--- src/rtl/lsu_pkg.sv ---
// rtl/lsu_pkg.sv - shared encodings, state codes and fault rule for the load/store unit
package lsu_pkg;

    localparam logic [1:0] SZ_B = 2'd0;
    localparam logic [1:0] SZ_H = 2'd1;
    localparam logic [1:0] SZ_W = 2'd2;
    localparam logic [1:0] SZ_D = 2'd3;

    localparam int ST_W = 5;
    localparam logic [ST_W-1:0] ST_IDLE = 5'b00001;
    localparam logic [ST_W-1:0] ST_LD   = 5'b00010;
    localparam logic [ST_W-1:0] ST_RDW  = 5'b00100;
    localparam logic [ST_W-1:0] ST_ST   = 5'b01000;
    localparam logic [ST_W-1:0] ST_RSP  = 5'b10000;

    typedef enum logic [ST_W-1:0] {
        S_IDLE = ST_IDLE,
        S_LD   = ST_LD,
        S_RDW  = ST_RDW,
        S_ST   = ST_ST,
        S_RSP  = ST_RSP
    } state_t;

    // Natural alignment only; doublewords do not exist on a 32-bit datapath.
    function automatic logic lsu_fault(input logic [1:0] size, input logic [2:0] addr_lo,
                                       input int xlen);
        case (size)
            SZ_B:    lsu_fault = 1'b0;
            SZ_H:    lsu_fault = addr_lo[0];
            SZ_W:    lsu_fault = |addr_lo[1:0];
            default: lsu_fault = (xlen == 32) || (|addr_lo);
        endcase
    endfunction

endpackage

--- src/rtl/lsu_if.sv ---
// rtl/lsu_if.sv - core request/response and data-memory channel bundle
interface lsu_if #(parameter int XLEN = 32) ();
    localparam int STRB_W = XLEN / 8;

    logic              req_valid;
    logic              req_ready;
    logic              req_store;
    logic [1:0]        req_size;
    logic              req_unsigned;
    logic [XLEN-1:0]   req_addr;
    logic [XLEN-1:0]   req_wdata;
    logic [4:0]        req_rd;

    logic [XLEN-1:0]   Address;
    logic              MemWrite;
    logic              MemRead;
    logic [XLEN-1:0]   Write_data;
    logic [STRB_W-1:0] Write_strb;
    logic              Mem_Req_Ready;
    logic [XLEN-1:0]   Read_data;
    logic              Read_data_Valid;
    logic              Read_data_Ready;

    logic              rsp_valid;
    logic              rsp_ready;
    logic [XLEN-1:0]   rsp_data;
    logic [4:0]        rsp_rd;
    logic              rsp_fault;

    modport slave (
        input  req_valid, req_store, req_size, req_unsigned, req_addr, req_wdata, req_rd,
        input  Mem_Req_Ready, Read_data, Read_data_Valid, rsp_ready,
        output req_ready, Address, MemWrite, MemRead, Write_data, Write_strb,
        output Read_data_Ready, rsp_valid, rsp_data, rsp_rd, rsp_fault
    );

    modport master (
        output req_valid, req_store, req_size, req_unsigned, req_addr, req_wdata, req_rd,
        output Mem_Req_Ready, Read_data, Read_data_Valid, rsp_ready,
        input  req_ready, Address, MemWrite, MemRead, Write_data, Write_strb,
        input  Read_data_Ready, rsp_valid, rsp_data, rsp_rd, rsp_fault
    );
endinterface

--- src/rtl/lsu_align.sv ---
// rtl/lsu_align.sv - store lane placement and load extraction/extension
module lsu_align
    import lsu_pkg::*;
#(
    parameter int XLEN = 32
) (
    input  logic [1:0]                   i_size,
    input  logic                         i_unsigned,
    input  logic [$clog2(XLEN/8)-1:0]    i_lane,
    input  logic [XLEN-1:0]              i_wdata,
    input  logic [XLEN-1:0]              i_rdata,
    output logic [XLEN-1:0]              o_wdata,
    output logic [(XLEN/8)-1:0]          o_strb,
    output logic [XLEN-1:0]              o_ldata
);
    logic [3:0]      w_nbytes;
    logic [15:0]     w_strb_wide;
    logic [XLEN-1:0] w_shifted;
    logic            w_sign;

    assign w_nbytes    = 4'd1 << i_size;
    assign w_strb_wide = ((16'd1 << w_nbytes) - 16'd1) << i_lane;
    assign o_strb      = w_strb_wide[(XLEN/8)-1:0];
    assign o_wdata     = i_wdata << {i_lane, 3'b000};
    assign w_shifted   = i_rdata >> {i_lane, 3'b000};

    always_comb begin
        w_sign  = 1'b0;
        o_ldata = '0;
        case (i_size)
            SZ_B:    w_sign = w_shifted[7];
            SZ_H:    w_sign = w_shifted[15];
            SZ_W:    w_sign = w_shifted[31];
            default: w_sign = w_shifted[XLEN-1];
        endcase
        if (i_unsigned) w_sign = 1'b0;
        for (int i = 0; i < XLEN; i++)
            o_ldata[i] = ((i / 8) < int'(w_nbytes)) ? w_shifted[i] : w_sign;
    end
endmodule

--- src/rtl/lsu_unit.sv ---
// rtl/lsu_unit.sv - single-outstanding load/store unit: FSM, capture registers, cycle counters
module lsu_unit
    import lsu_pkg::*;
#(
    parameter int XLEN   = 32,
    parameter int STRB_W = XLEN / 8
) (
    input  logic        clk,
    input  logic        rst_n,
    lsu_if.slave        bus,
    output logic [31:0] ld_cycles,
    output logic [31:0] st_cycles
);
    localparam int LANE_W = $clog2(STRB_W);

    state_t            r_state, w_next;
    logic [1:0]        r_size;
    logic              r_unsigned;
    logic [XLEN-1:0]   r_addr;
    logic [XLEN-1:0]   r_wdata;
    logic [4:0]        r_rsp_rd;
    logic              r_fault;
    logic [XLEN-1:0]   r_rsp_data;
    logic [31:0]       r_ld_cycles, r_st_cycles;

    logic              w_fault, w_req_ready, w_mem_read, w_mem_write, w_rd_ready, w_rsp_valid;
    logic [XLEN-1:0]   w_wdata_lane, w_ldata;
    logic [STRB_W-1:0] w_strb;

    assign w_fault = lsu_fault(bus.req_size, bus.req_addr[2:0], XLEN);

    lsu_align #(.XLEN(XLEN)) u_align (
        .i_size     (r_size),
        .i_unsigned (r_unsigned),
        .i_lane     (r_addr[LANE_W-1:0]),
        .i_wdata    (r_wdata),
        .i_rdata    (bus.Read_data),
        .o_wdata    (w_wdata_lane),
        .o_strb     (w_strb),
        .o_ldata    (w_ldata)
    );

    always_ff @(posedge clk or negedge rst_n) begin
        if (!rst_n) r_state <= S_IDLE;
        else        r_state <= w_next;
    end

    // Strobes decode from state alone so no input reaches them combinationally.
    always_comb begin
        w_next      = r_state;
        w_req_ready = 1'b0;
        w_mem_read  = 1'b0;
        w_mem_write = 1'b0;
        w_rd_ready  = 1'b0;
        w_rsp_valid = 1'b0;
        case (r_state)
            S_IDLE: begin
                w_req_ready = 1'b1;
                if (bus.req_valid) begin
                    if (w_fault)            w_next = S_RSP;
                    else if (bus.req_store) w_next = S_ST;
                    else                    w_next = S_LD;
                end
            end
            S_ST: begin
                w_mem_write = 1'b1;
                if (bus.Mem_Req_Ready) w_next = S_RSP;
            end
            S_LD: begin
                w_mem_read = 1'b1;
                if (bus.Mem_Req_Ready) w_next = S_RDW;
            end
            S_RDW: begin
                w_rd_ready = 1'b1;
                if (bus.Read_data_Valid) w_next = S_RSP;
            end
            S_RSP: begin
                w_rsp_valid = 1'b1;
                if (bus.rsp_ready) w_next = S_IDLE;
            end
            default: w_next = S_IDLE;
        endcase
    end

    always_ff @(posedge clk or negedge rst_n) begin
        if (!rst_n) begin
            r_size      <= '0;
            r_unsigned  <= 1'b0;
            r_addr      <= '0;
            r_wdata     <= '0;
            r_rsp_rd    <= '0;
            r_fault     <= 1'b0;
            r_rsp_data  <= '0;
            r_ld_cycles <= '0;
            r_st_cycles <= '0;
        end else begin
            if (r_state == S_IDLE && bus.req_valid) begin
                r_size     <= bus.req_size;
                r_unsigned <= bus.req_unsigned;
                r_addr     <= bus.req_addr;
                r_wdata    <= bus.req_wdata;
                r_rsp_rd   <= bus.req_store ? 5'd0 : bus.req_rd;
                r_fault    <= w_fault;
                r_rsp_data <= '0;
            end
            if (r_state == S_RDW && bus.Read_data_Valid) r_rsp_data <= w_ldata;
            if (r_state == S_LD || r_state == S_RDW) r_ld_cycles <= r_ld_cycles + 32'd1;
            if (r_state == S_ST) r_st_cycles <= r_st_cycles + 32'd1;
        end
    end

    assign bus.req_ready       = w_req_ready;
    assign bus.MemRead         = w_mem_read;
    assign bus.MemWrite        = w_mem_write;
    assign bus.Read_data_Ready = w_rd_ready;
    assign bus.rsp_valid       = w_rsp_valid;
    assign bus.Address    = (w_mem_read || w_mem_write) ?
                            {r_addr[XLEN-1:LANE_W], {LANE_W{1'b0}}} : '0;
    assign bus.Write_data = w_mem_write ? w_wdata_lane : '0;
    assign bus.Write_strb = w_mem_write ? w_strb : '0;
    assign bus.rsp_data   = w_rsp_valid ? r_rsp_data : '0;
    assign bus.rsp_rd     = w_rsp_valid ? r_rsp_rd : '0;
    assign bus.rsp_fault  = w_rsp_valid ? r_fault : 1'b0;
    assign ld_cycles      = r_ld_cycles;
    assign st_cycles      = r_st_cycles;
endmodule

--- src/flat_wrapper.sv ---
// flat-port wrapper written by rule: the top's interface ports become plain ports
module lsu_unit_flat import lsu_pkg::*;
#(
    parameter int XLEN   = 32,
    parameter int STRB_W = XLEN / 8
)
  (clk, rst_n, ld_cycles, st_cycles, bus_req_valid, bus_req_store, bus_req_size, bus_req_unsigned, bus_req_addr, bus_req_wdata, bus_req_rd, bus_Mem_Req_Ready, bus_Read_data, bus_Read_data_Valid, bus_rsp_ready, bus_req_ready, bus_Address, bus_MemWrite, bus_MemRead, bus_Write_data, bus_Write_strb, bus_Read_data_Ready, bus_rsp_valid, bus_rsp_data, bus_rsp_rd, bus_rsp_fault);
  lsu_if #(.XLEN(XLEN)) bus_i ();
  input  logic clk;
  input  logic rst_n;
  output logic [31:0] ld_cycles;
  output logic [31:0] st_cycles;
  input wire logic [$bits(bus_i.req_valid)-1:0] bus_req_valid;
  input wire logic [$bits(bus_i.req_store)-1:0] bus_req_store;
  input wire logic [$bits(bus_i.req_size)-1:0] bus_req_size;
  input wire logic [$bits(bus_i.req_unsigned)-1:0] bus_req_unsigned;
  input wire logic [$bits(bus_i.req_addr)-1:0] bus_req_addr;
  input wire logic [$bits(bus_i.req_wdata)-1:0] bus_req_wdata;
  input wire logic [$bits(bus_i.req_rd)-1:0] bus_req_rd;
  input wire logic [$bits(bus_i.Mem_Req_Ready)-1:0] bus_Mem_Req_Ready;
  input wire logic [$bits(bus_i.Read_data)-1:0] bus_Read_data;
  input wire logic [$bits(bus_i.Read_data_Valid)-1:0] bus_Read_data_Valid;
  input wire logic [$bits(bus_i.rsp_ready)-1:0] bus_rsp_ready;
  output wire logic [$bits(bus_i.req_ready)-1:0] bus_req_ready;
  output wire logic [$bits(bus_i.Address)-1:0] bus_Address;
  output wire logic [$bits(bus_i.MemWrite)-1:0] bus_MemWrite;
  output wire logic [$bits(bus_i.MemRead)-1:0] bus_MemRead;
  output wire logic [$bits(bus_i.Write_data)-1:0] bus_Write_data;
  output wire logic [$bits(bus_i.Write_strb)-1:0] bus_Write_strb;
  output wire logic [$bits(bus_i.Read_data_Ready)-1:0] bus_Read_data_Ready;
  output wire logic [$bits(bus_i.rsp_valid)-1:0] bus_rsp_valid;
  output wire logic [$bits(bus_i.rsp_data)-1:0] bus_rsp_data;
  output wire logic [$bits(bus_i.rsp_rd)-1:0] bus_rsp_rd;
  output wire logic [$bits(bus_i.rsp_fault)-1:0] bus_rsp_fault;
  assign bus_i.req_valid = bus_req_valid;
  assign bus_i.req_store = bus_req_store;
  assign bus_i.req_size = bus_req_size;
  assign bus_i.req_unsigned = bus_req_unsigned;
  assign bus_i.req_addr = bus_req_addr;
  assign bus_i.req_wdata = bus_req_wdata;
  assign bus_i.req_rd = bus_req_rd;
  assign bus_i.Mem_Req_Ready = bus_Mem_Req_Ready;
  assign bus_i.Read_data = bus_Read_data;
  assign bus_i.Read_data_Valid = bus_Read_data_Valid;
  assign bus_i.rsp_ready = bus_rsp_ready;
  assign bus_req_ready = bus_i.req_ready;
  assign bus_Address = bus_i.Address;
  assign bus_MemWrite = bus_i.MemWrite;
  assign bus_MemRead = bus_i.MemRead;
  assign bus_Write_data = bus_i.Write_data;
  assign bus_Write_strb = bus_i.Write_strb;
  assign bus_Read_data_Ready = bus_i.Read_data_Ready;
  assign bus_rsp_valid = bus_i.rsp_valid;
  assign bus_rsp_data = bus_i.rsp_data;
  assign bus_rsp_rd = bus_i.rsp_rd;
  assign bus_rsp_fault = bus_i.rsp_fault;
  lsu_unit #(.XLEN(XLEN), .STRB_W(STRB_W)) u_core (.clk(clk), .rst_n(rst_n), .bus(bus_i), .ld_cycles(ld_cycles), .st_cycles(st_cycles));
endmodule
--- config.mk ---
export PLATFORM = sky130hd
export DESIGN_NAME = lsu_unit_flat
export DESIGN_NICKNAME = d
export VERILOG_FILES = /design/src/rtl/lsu_pkg.sv /design/src/rtl/lsu_if.sv /design/src/rtl/lsu_align.sv /design/src/rtl/lsu_unit.sv /design/src/flat_wrapper.sv
export SDC_FILE = /design/constraint.sdc
export NUM_CORES = 1
export LEC_CHECK = 0
export BUFFER_PORTS_ARGS = -buffer_cell sky130_fd_sc_hd__buf_2
export CORE_AREA = 3 3 126 189
export CTS_BUF_LIST = sky130_fd_sc_hd__clkbuf_4 sky130_fd_sc_hd__clkbuf_8 sky130_fd_sc_hd__clkbuf_16
export DETAILED_ROUTE_END_ITERATION = 6
export DIE_AREA = 0 0 129 192
export GPL_TIMING_DRIVEN = 0
export MAX_ROUTING_LAYER = met4
export PLACE_DENSITY_LB_ADDON = 0.08
export SYNTH_ARGS = -nofsm -noshare
export SYNTH_HDL_FRONTEND = slang
export SYNTH_HIERARCHICAL = 1
export SYNTH_SLANG_ARGS = --single-unit
--- constraint.sdc ---
create_clock -name clk -period 4.8 [get_ports clk]
set_input_delay 0.48 -clock clk [delete_from_list [all_inputs] [get_ports clk]]
set_output_delay 0.48 -clock clk [all_outputs]
set_load 0.05 [all_outputs]
Word level (Yosys, flattened, before mapping)
Cells that the tools add are included.
- logic and storage cells: 101
- bits in registers: 174
- latch bits: 0
- RAM bits: 0
- memories kept: 0
- output and inout port bits: 175
- input bits: 111
- bits in read-only memories: 0
- eq/ne operators: 13
- mux-type cells: 57
- bitwise operators: 0
- reduce and logical (&&, ||, !) cells: 9
- multipliers: 0
- shift-type cells: 5
- divide/modulo/power cells: 0
- $add $sub $neg: 3
- magnitude comparators: 4
- operator list (cell ; number):
    $mux W32 ; 5
    $add A32 B1 Y32 const B ; 2
    $mux W5 ; 8
    $mux W1 ; 39
    $shl A32 B5 Y32 ; 1
    $shr A32 B5 Y32 ; 1
    $pmux W5 S5 ; 1
    $shl A1 B4 Y16 const A ; 1
    $shl A16 B2 Y4 ; 1
    $sub A16 B1 Y16 const B ; 1
    $ne A2 B2 Y1 const B ; 5
    $lt A1 B4 Y1 const A ; 2
    $lt A2 B4 Y1 const A ; 2
    $mux W4 ; 2
    $eq A5 B1 Y1 const B ; 1
    $eq A5 B2 Y1 const B ; 1
    $eq A5 B3 Y1 const B ; 1
    $eq A5 B4 Y1 const B ; 1
    $eq A5 B5 Y1 const B ; 1
    $reduce_and A5 Y1 ; 1
    $eq A2 B1 Y1 const B ; 2
    $logic_not A2 Y1 ; 2
    $shl A1 B2 Y4 const A ; 1
    $pmux W1 S3 ; 1
    6 further kinds ; 8

Longest topological paths before layout
Gate-level depths: netlist of the first run.
- word-level depth: 5
- gate-level depth with buffers: 7
- gate-level depth less buffers: 5

Hierarchy
The synthesis of the first run kept the hierarchy.
- modules (own cells, without submodules) (module ; instances ; seq. area each (um^2) ; area each (um^2) ; cells an instance):
    lsu_unit ; 1 ; 4355.4 ; 8016.4 ; 673
    lsu_align ; 1 ; 0.0 ; 1277.5 ; 191

Worst setup path after synthesis of the first run
OpenSTA, ideal clock, no wires.
- path type: flip-flop to output port
- start point: register u_core.r_state[1]
- end point: output bus_rsp_data[26]
- arrival time: 1998 ps
- cell stages (with the launch flop): 6
- path buffers: 2
- required time: 4320 ps
- path slack: 2322 ps
- cells stage by stage: dfrtp_1 > clkbuf_1 > nor2_1 > and3_1 > clkbuf_1 > and2_1
- cells in the longest elaborated chain, start to end: 3
- ends and longest elaborated chain (what ; RTL line ; RTL):
    start, declared ; lsu_unit.sv:16 ; state_t r_state, w_next;
    start signal, assigned ; lsu_unit.sv:45 ; else r_state <= w_next;
    $eq A5 B5 Y1 ; lsu_unit.sv:56 ; case (r_state)
    $mux W1 ; lsu_unit.sv:56 ;
    named net bus_rsp_valid ; flat_wrapper.sv:31 ; output wire logic [$bits(bus_i.rsp_valid)-1:0] bus_rsp_valid;
    $mux W32 ; lsu_unit.sv:121 ; assign bus.rsp_data = w_rsp_valid ? r_rsp_data : '0;
    end, declared ; flat_wrapper.sv:32 ; output wire logic [$bits(bus_i.rsp_data)-1:0] bus_rsp_data;
The timed path passes the listed nets, and every way through them passes these cells.

Worst setup path in the final report of the first run
- start point: register u_core.r_state[2]
- end point: output bus_Write_data[15]
- cells in the longest elaborated chain, start to end: 3
- ends and longest elaborated chain (what ; RTL line ; RTL):
    $eq A5 B4 Y1 ; lsu_unit.sv:56 ;
    $mux W1 ; lsu_unit.sv:56 ;
    $mux W32 ; lsu_unit.sv:119 ; assign bus.Write_data = w_mem_write ? w_wdata_lane : '0;
    end, declared ; flat_wrapper.sv:28 ; output wire logic [$bits(bus_i.Write_data)-1:0] bus_Write_data;
Every way passes these cells.

==> flow_summary_export.csv, run 1 <==
group,metric,value,unit
die,die_x,129,um
timing,rsz0062_at_grt,"no",
finish,drive_gt1_share,32.3,%
power,powerDensity,529,mW/mm^2
die,core_area,0.0223,sq mm
critical_path,crit_fanout,10,
timing,hold_viol_final,0,
clocking,clkLatencyLatePin,0.44,ns
global_routing,grt_pass1_vias,8011,
status,outcome,"finished, final reports clean",
drt,wl,28.2,mm
synth,ys_ff_latch,174,
synth,synth_largest_area_cell,"dfrtp_1",
clocking,cts.sinks,174,
min_path,hp-class,"primary input to async pin",
drt,drtIter0Drc,336,
job,drv_cap,0,
critical_path,critPathKind,"register to primary output",
timing,setup_violations,0,
global_routing,grt_first_pass_wirelength,43.4,mm
critical_path,ff2ff_path_depth,7,
drt,drt.antenna.violating_nets,0,
synth,ys_async_sr_fraction,100,%
clocking,path_clk_slew,0.07,ns
synth,ys_seq_area_share,46.9,%
timing,period_share,70.6,%
global_routing,grt_max_degree,110,
timing,relSlewSlack,28.8,%
synth,synth_flop_cell,"dfrtp_1",
global_routing,antenna_found_initial,4,
die,die_h,192,um
power,leakage,5.91,nW
synth,syn_avg_cell_area,10.8,sq um
die,die_area,0.0248,sq mm
finish,syn_to_final_growth,25.9,%
global_routing,grt_usage,23.2,%
synth,yosysUniqueCellTypes,55,
clocking,clock_path_buffers,2,
critical_path,cp_cell_sequence,"clkbuf_1 -> nor4_1 -> clkbuf_1 -> clkbuf_1 -> and3_1 -> buf_2",
synth,post-synth-top-count-cell,"dfrtp_1",
placed_design,hpwl,21.8,mm
synth,yosys.area.top_type_share,46.6,%
die,rows,67,
critical_path,cp_top_family,"buffers and inverters",
timing,fmax,295,MHz
drt,dr_total_vias,7929,
clocking,cts_buffers,17,
critical_path,required,4.32,ns
critical_path,slowest_stage,"nor4_1",
power,report.power.total,6.19,mW
synth,synth_edf_count,0,
critical_path,crit_path_start_kind,"register",
timing,worst_pin_slew,1.06,ns
critical_path,reg2reg_slack,2.34,ns
critical_path,path_depth,6,
drt,routedWlPerCell,19.3,um
drt,drc,0,
timing,hold_slack,0.0678,ns
drt,first_pass_iters,5,
timing,skew,0.00844,ns
critical_path,path_buf_inv,4,
finish,fillers,2115,
critical_path,cpPeakStageDelay,0.60,ns
synth,synth_warnings,6,
critical_path,r2r-start,"u_core/r_state[2]",
power,vdd.ir_drop.worst,308,uV
synth,synthTopCellsByCount,"dfrtp_1, and2_1, mux2_1, and3_1, xnor2_1",
critical_path,r2r_end,"u_core/st_cycles[27]",
critical_path,crit_arrival,2.91,ns
global_routing,grt-ovfl-total,0,
clocking,cts-resized-gates,0,
timing,tns,0,ns
clocking,cts_setup_buffers,0,
clocking,hold_buffers,0,
critical_path,end_kind,"primary output",
synth,netlist_area,0.00929,sq mm
die,pin_count,286,
placed_design,port_buffers,283,
finish,final_nets,1281,
timing,report.final.slew_viol_count,0,
clocking,ctsHtreeMaxLevel,4,
critical_path,crit_path_frequent_cell,"clkbuf_1",
placed_design,gp_congestion,0.915,
die,start_util,41.7,%
drt,routed_via_density,5.43,
synth,synth_area_leaders,"dfrtp_1, mux2_1, and2_1, xnor2_1, and3_1",
clocking,cts_tree,"done",
timing,final.min_clock_period,3.39,ns
synth,syn_inst,864,
clocking,clock-root-buffer,"clkbuf_16",
[worst register-to-register path: stages (launching register included)]
cell	delay (ns)
dfrtp_1	0.36
clkbuf_1	0.20
nor4_1	0.61
and4_1	0.27
clkbuf_1	0.28
buf_2	0.31
nand4_1	0.15
xnor2_1	0.18
[per-stage QoR]
step                setup WS, ns  std cells  utilization, %  area [sq um]
floorplan                   2.32        865               -          9300
global placement           0.279       1424            49.6         11100
detailed placement          1.89       1425            49.8         11100
CTS                         1.40       1457            52.4         11700
global route                1.24       1461            52.5         11700
finish                      1.41       1461            52.5         11700
[cells in the final DEF, fill, tap and decap left out, drive strengths merged, types with 8 or more instances in the layout]
cell type / netlist / layout
nor2: 21 / 21
nor3: 10 / 10
and2: 84 / 84
clkbuf: 39 / 62
o31ai: 8 / 8
and3: 55 / 55
a22o: 32 / 32
nor4: 10 / 10
nand3: 22 / 22
o21ai: 10 / 10
a221oi: 9 / 9
a21oi: 25 / 25
and4: 12 / 12
buf: 30 / 314
xnor2: 55 / 55
nand4: 38 / 38
nand2: 33 / 33
dfrtp: 173 / 173
nor2b: 23 / 23
mux2: 82 / 82
mux2i: 26 / 26
o32ai: 9 / 9
a211oi: 16 / 16
xor2: 9 / 9
[sequential cells by signal, indices dropped and copies added, names as in the netlist]
name	flops
u_core/r_unsigned	1
u_core/r_rsp_data	32
u_core/ld_cycles	32
u_core/r_wdata	32
u_core/r_state	5
u_core/st_cycles	32
u_core/r_addr	32
u_core/r_rsp_rd	5
u_core/r_fault	1
u_core/r_size	2
[worst max-delay path by stage]
| stage | from | to | slack (ns) |
|---|---|---|---|
| floorplan | u_core/r_state[1] | bus_rsp_data[26] | 2.32 |
| global placement | rst_n | u_core/r_addr[8] | 0.28 |
| detailed placement | u_core/r_state[1] | bus_rsp_data[21] | 1.89 |
| CTS | u_core/r_state[1] | bus_rsp_data[21] | 1.40 |
| global route | u_core/r_state[1] | bus_rsp_data[21] | 1.24 |
| finish | u_core/r_state[2] | bus_Write_data[15] | 1.41 |
[report_power, final]
group | total, mW | internal, mW | switching (mW)
sequential | 2.12 | 1.85 | 0.267
combinational | 2.66 | 0.977 | 1.68
clock | 1.41 | 0.819 | 0.593
total | 6.19 | 3.65 | 2.54
[metal layers]
layer / wire (um) / vias up / GRT usage (%)
met4: 865 / 0 / 9.22
met3: 1740 / 56 / 5.54
met1: 10800 / 3820 / 26.0
met2: 14800 / 318 / 39.8
met5: 0 / - / -
li1: - / 3735 / -
[cell type report]
class                      count  area, sq um  share of cell area [%]
antenna                        4         10.0                  0.0856
buffer                        69          323                    2.76
clock buffer                  23          483                    4.13
clock inverter                 9          110                   0.941
inverter                       7         26.3                   0.225
multi-input combinational    615         4590                    39.3
sequential                   174         4360                    37.2
tap                          276          345                    2.95
timing repair buffer         284         1450                    12.4
[cell families (layout without fill, tap and decap cells)]
kind of cell,count (synthesis),in the layout,synth area share (%)
AOI/OAI and AO/OA,118,118,9.48
xor gates and xnor gates,64,64,6.03
adders and majority gates,2,2,0.269
buffers and inverters,76,392,3.76
DFF,174,174,46.9
muxes,108,108,12.7
other,1,6,0.0403
and+or+nand+nor,321,321,20.8
Power figures use the tool's default switching activity.
==> inputs of run 2 (changes only) <==
clock period = 3.4 ns   (was 4.8 ns; I/O delays follow)
==> flow_summary_export.csv, run 2 (synthesis gave the netlist of run 1 again) <==
group,metric,value,unit
status,outcome,"finished, final reports clean",
global_routing,antenna_found_initial,4,
global_routing,grt_max_degree,110,
clocking,cts_tree,"done",
critical_path,ff2ff_path_depth,7,
timing,hold_viol_final,0,
clocking,cts_setup_buffers,0,
die,die_h,192,um
timing,relSlewSlack,29.6,%
critical_path,end_kind,"primary output",
timing,worst_pin_slew,1.05,ns
finish,final_util,52.5,%
min_path,hp-start,"bus_req_wdata[30]",
power,report.power.total,8.73,mW
critical_path,r2r-start,"u_core/r_state[1]",
timing,period_share,95.2,%
drt,drc,0,
timing,setup_violations,0,
global_routing,grt-ovfl-total,0,
drt,wl,28.1,mm
finish,fin_area,0.0117,sq mm
drt,dr_total_vias,7885,
critical_path,crit_fanout,10,
die,start_util,41.7,%
finish,drive_gt1_share,32.3,%
power,powerDensity,746,mW/mm^2
finish,syn_to_final_growth,26.0,%
timing,rsz0062_at_grt,"no",
finish,final_nets,1281,
clocking,clkLatencyLatePin,0.44,ns
finish,layout_commonest_cell,"buf_2",
global_routing,grt_usage,23.3,%
timing,report.final.slew_viol_count,0,
timing,fmax,309,MHz
critical_path,crit_arrival,2.90,ns
placed_design,gp_congestion,0.915,
die,die_area,0.0248,sq mm
finish,fillers,2115,
timing,skew,0.00824,ns
critical_path,r2r_end,"u_core/st_cycles[27]",
drt,drtIter0Drc,353,
die,rows,67,
die,die_x,129,um
power,leakage,5.91,nW
clocking,cts-resized-gates,0,
power,vdd.ir_drop.worst,434,uV
drt,drt.antenna.violating_nets,0,
clocking,clock_path_buffers,2,
timing,final.min_clock_period,3.24,ns
clocking,cts_buffers,17,
critical_path,critPathKind,"register to primary output",
die,pin_count,286,
clocking,clock-root-buffer,"clkbuf_16",
placed_design,hpwl,21.8,mm
critical_path,reg2reg_slack,0.92,ns
drt,routedWlPerCell,19.3,um
placed_design,dpl-instance-area,0.0111,sq mm
clocking,cts.sinks,174,
min_path,whs_path_depth,2,
placed_design,port_buffers,283,
min_path,hp-class,"primary input to register",
drt,first_pass_iters,4,
finish,layout_common_cells,"buf_2, dfrtp_1, and2_1",
min_path,min_to,"u_core/r_wdata[30]",
die,core_area,0.0223,sq mm
drt,routed_via_density,5.40,
critical_path,required,3.06,ns
critical_path,crit_path_start_kind,"register",
clocking,path_clk_slew,0.07,ns
job,drv_cap,0,
global_routing,grt_pass1_vias,8023,
global_routing,grt_first_pass_wirelength,43.4,mm
clocking,ctsHtreeMaxLevel,4,
-- run 2: cell types whose count changed in the layout (fill, tap and decap cells not counted), sizes merged --
cell	change
clkbuf	-1
dlygate4sd3	+1
-- run 2: timing repair --
item	CTS	global route
hold endpoints to repair	9	0
setup endpoints to repair	0	3
hold buffers	1	0
-- run 2: final cells by class --
cell class	instances	area, sq um	area share (%)
well taps	276	345	2.95
plain buffers	68	319	2.73
diodes	4	10.0	0.0855
clock buffers	23	483	4.13
flip-flops and latches	174	4360	37.2
multi-input cells	615	4590	39.2
clock inverters	9	110	0.941
repair buffers	285	1460	12.5
inverters	7	26.3	0.224
-- run 2: worst max path at each step --
| stage | startpoint | endpoint | slack [ns] | cells past startpoint |
|---|---|---|---|---|
| 2_1_floorplan | u_core/r_state[1] | bus_rsp_data[26] | 1.06 | 5 |
| 3_3_place_gp | rst_n | u_core/r_addr[8] | -0.98 | 1 |
| 3_5_place_dp | u_core/r_state[1] | bus_rsp_data[21] | 0.63 | 7 |
| 4_1_cts | u_core/r_state[1] | bus_rsp_data[21] | 0.14 | 7 |
| 5_1_grt | u_core/r_state[1] | bus_Write_data[15] | 0.02 | 6 |
| 6_report | u_core/r_state[1] | bus_Write_data[15] | 0.16 | 6 |
-- run 2: per-stage QoR --
stage               hold slack [ns]  setup TNS [ns]  worst slack [ns]  std cells
floorplan                    0.0444               0              1.06        865
global placement              0.456         -165.72            -0.981       1424
detailed placement            0.462               0             0.627       1425
CTS                          0.0883               0             0.145       1458
global route                 0.0956               0            0.0221       1461
finish                        0.108               0             0.162       1461
-- run 2: routing by layer --
layer	part of all wire [%]	GRT usage (%)
met1	38	26.0
met2	53	39.8
met3	6.3	5.54
met4	2.8	9.22
met5	0	-
-- run 2: worst max-delay path, stage by stage, from the launching register on --
cell and delay [ns]:
dfrtp_1 0.36, clkbuf_1 0.18, nor4_1 0.63, clkbuf_1 0.47, clkbuf_1 0.33, and3_1 0.22, buf_2 0.27
-- run 2: where the power goes --
group	switching [mW]	internal (mW)
clock	0.839	1.16
sequential	0.379	2.61
combinational	2.37	1.38
total	3.59	5.15
==> inputs of run 3 (changes only) <==
CTS_CLUSTER_DIAMETER = 80   (was default)
clock period = 2.83 ns   (was 3.4 ns; I/O delays follow)
==> flow_summary_export.csv, run 3 (synthesis gave the netlist of run 1 again) <==
group,metric,value,unit
drt,routedWlPerCell,19.3,um
timing,skew,0.00819,ns
critical_path,crit_path_frequent_cell,"buf_2",
drt,drc,0,
die,core_area,0.0223,sq mm
placed_design,port_buffers,283,
timing,period_share,97.1,%
critical_path,reg2reg_slack,0.52,ns
finish,layout_commonest_cell,"buf_2",
placed_design,placed_cells,1425,
die,start_util,41.7,%
critical_path,path_buf_inv,4,
critical_path,cp_top_family,"buffers and inverters",
critical_path,required,2.55,ns
critical_path,crit_path_start_kind,"register",
clocking,clock-root-buffer,"clkbuf_16",
timing,setup_violations,0,
drt,wl,28.2,mm
global_routing,grt_pass1_vias,8021,
drt,first_pass_iters,4,
placed_design,hpwl,21.8,mm
drt,dr_total_vias,7928,
timing,report.final.slew_viol_count,0,
die,rows,67,
finish,drive_gt1_share,33.5,%
drt,routed_via_density,5.43,
power,leakage,5.95,nW
placed_design,dpl-instance-area,0.0111,sq mm
critical_path,critPathKind,"register to primary output",
timing,fmax,364,MHz
critical_path,cp_cell_sequence,"buf_4 -> buf_2 -> buf_2 -> mux2i_1 -> a21oi_1 -> and3_1 -> buf_2",
critical_path,slowest_stage,"mux2i_1",
die,die_h,192,um
die,pin_count,286,
timing,final.min_clock_period,2.75,ns
clocking,clock_path_buffers,2,
drt,drtIter0Drc,369,
timing,rsz0062_at_grt,"no",
clocking,path_clk_slew,0.07,ns
placed_design,gp_congestion,0.915,
finish,fin_area,0.0117,sq mm
finish,layout_common_cells,"buf_2, dfrtp_1, and2_1",
critical_path,crit_fanout,10,
die,die_area,0.0248,sq mm
finish,stdcell_count,1460,
critical_path,end_kind,"primary output",
global_routing,grt_usage,23.3,%
finish,final_nets,1280,
timing,relSlewSlack,28.9,%
finish,syn_to_final_growth,26.4,%
timing,hold_viol_final,0,
job,drv_cap,0,
clocking,cts_tree,"done",
global_routing,grt-ovfl-total,0,
timing,worst_pin_slew,1.06,ns
global_routing,grt_max_degree,110,
drt,drt.antenna.violating_nets,0,
critical_path,crit_arrival,2.46,ns
timing,tns,0,ns
clocking,cts.sinks,174,
power,vdd.ir_drop.worst,516,uV
clocking,cts_setup_buffers,0,
global_routing,antenna_found_initial,4,
clocking,ctsHtreeMaxLevel,4,
clocking,cts_buffers,17,
global_routing,grt_first_pass_wirelength,43.4,mm
critical_path,cpPeakStageDelay,0.40,ns
min_path,hp-class,"primary input to register",
die,die_x,129,um
clocking,clkLatencyLatePin,0.44,ns
status,outcome,"finished, final reports clean",
power,powerDensity,898,mW/mm^2
## run 3: changes by cell type in the layout (fill, tap and decap cells not counted), sizes merged
cell,change
clkbuf,-2
buf,+1
## run 3: final cells by class
type	instances	area [sq um]
Fill cell	2117	10600
Clock buffer	23	483
Buffer	67	332
Clock inverter	9	110
Sequential cell	174	4360
Timing Repair Buffer	285	1460
Inverter	7	26.3
Multi-Input combinational cell	615	4620
Antenna cell	4	10.0
Tap cell	276	345
## run 3: worst register-to-register path, cell delays in order (launching register included)
cell and delay [ns]:
dfrtp_1 0.32, clkbuf_1 0.41, nor2_1 0.13, and4_1 0.22
buf_1 0.20, a21oi_1 0.47, buf_2 0.33, a22o_1 0.17
## run 3: stage by stage
| step | util, % | hold slack (ns) | setup WS (ns) | power [mW] |
|---|---|---|---|---|
| floorplan | - | -0.0126 | 0.549 | 6.82 |
| global placement | 49.6 | 0.456 | -1.49 | 8.08 |
| detailed placement | 49.8 | 0.415 | 0.114 | 8.14 |
| CTS | 52.6 | 0.0313 | 0.0285 | 10.6 |
| global route | 52.7 | 0.0386 | 0.0106 | 11.2 |
| finish | 52.7 | 0.0534 | 0.0824 | 10.5 |
## run 3: timing repair
action                     CTS  global route
gates resized for setup      8            17
setup endpoints to repair   82            85
hold endpoints to repair   108             0
hold buffers                 1             0
cloned                       0             0
## run 3: final timing paths
| check | startpoint | to | depth (start not counted) |
|---|---|---|---|
| worst max-delay path | u_core/r_addr[0] | bus_Write_data[24] | 7 |
| worst min-delay path | bus_req_wdata[30] | u_core/r_wdata[30] | 2 |
| worst max register to register | u_core/r_state[4] | u_core/r_rsp_data[1] | 7 |
| worst min register to register | u_core/ld_cycles[31] | u_core/ld_cycles[31] | 1 |
| max in group asynchronous | rst_n | u_core/r_state[0] | 3 |
| min in group asynchronous | rst_n | u_core/ld_cycles[24] | 2 |
## run 3: power by group
| part | leakage [nW] | switching (mW) | internal (mW) | total [mW] |
|---|---|---|---|---|
| Clock | 0.293 | 1.01 | 1.39 | 2.40 |
| Sequential | 2.26 | 0.455 | 3.14 | 3.59 |
| Combinational | 3.40 | 2.87 | 1.69 | 4.55 |
## run 3: per-layer routing
layer	up-vias	share of wire (%)	GRT usage (%)
met5	-	0	-
met4	0	2.9	9.18
met3	49	6.1	5.54
met2	292	52	39.8
met1	3849	38	26.1
li1	3738	-	-
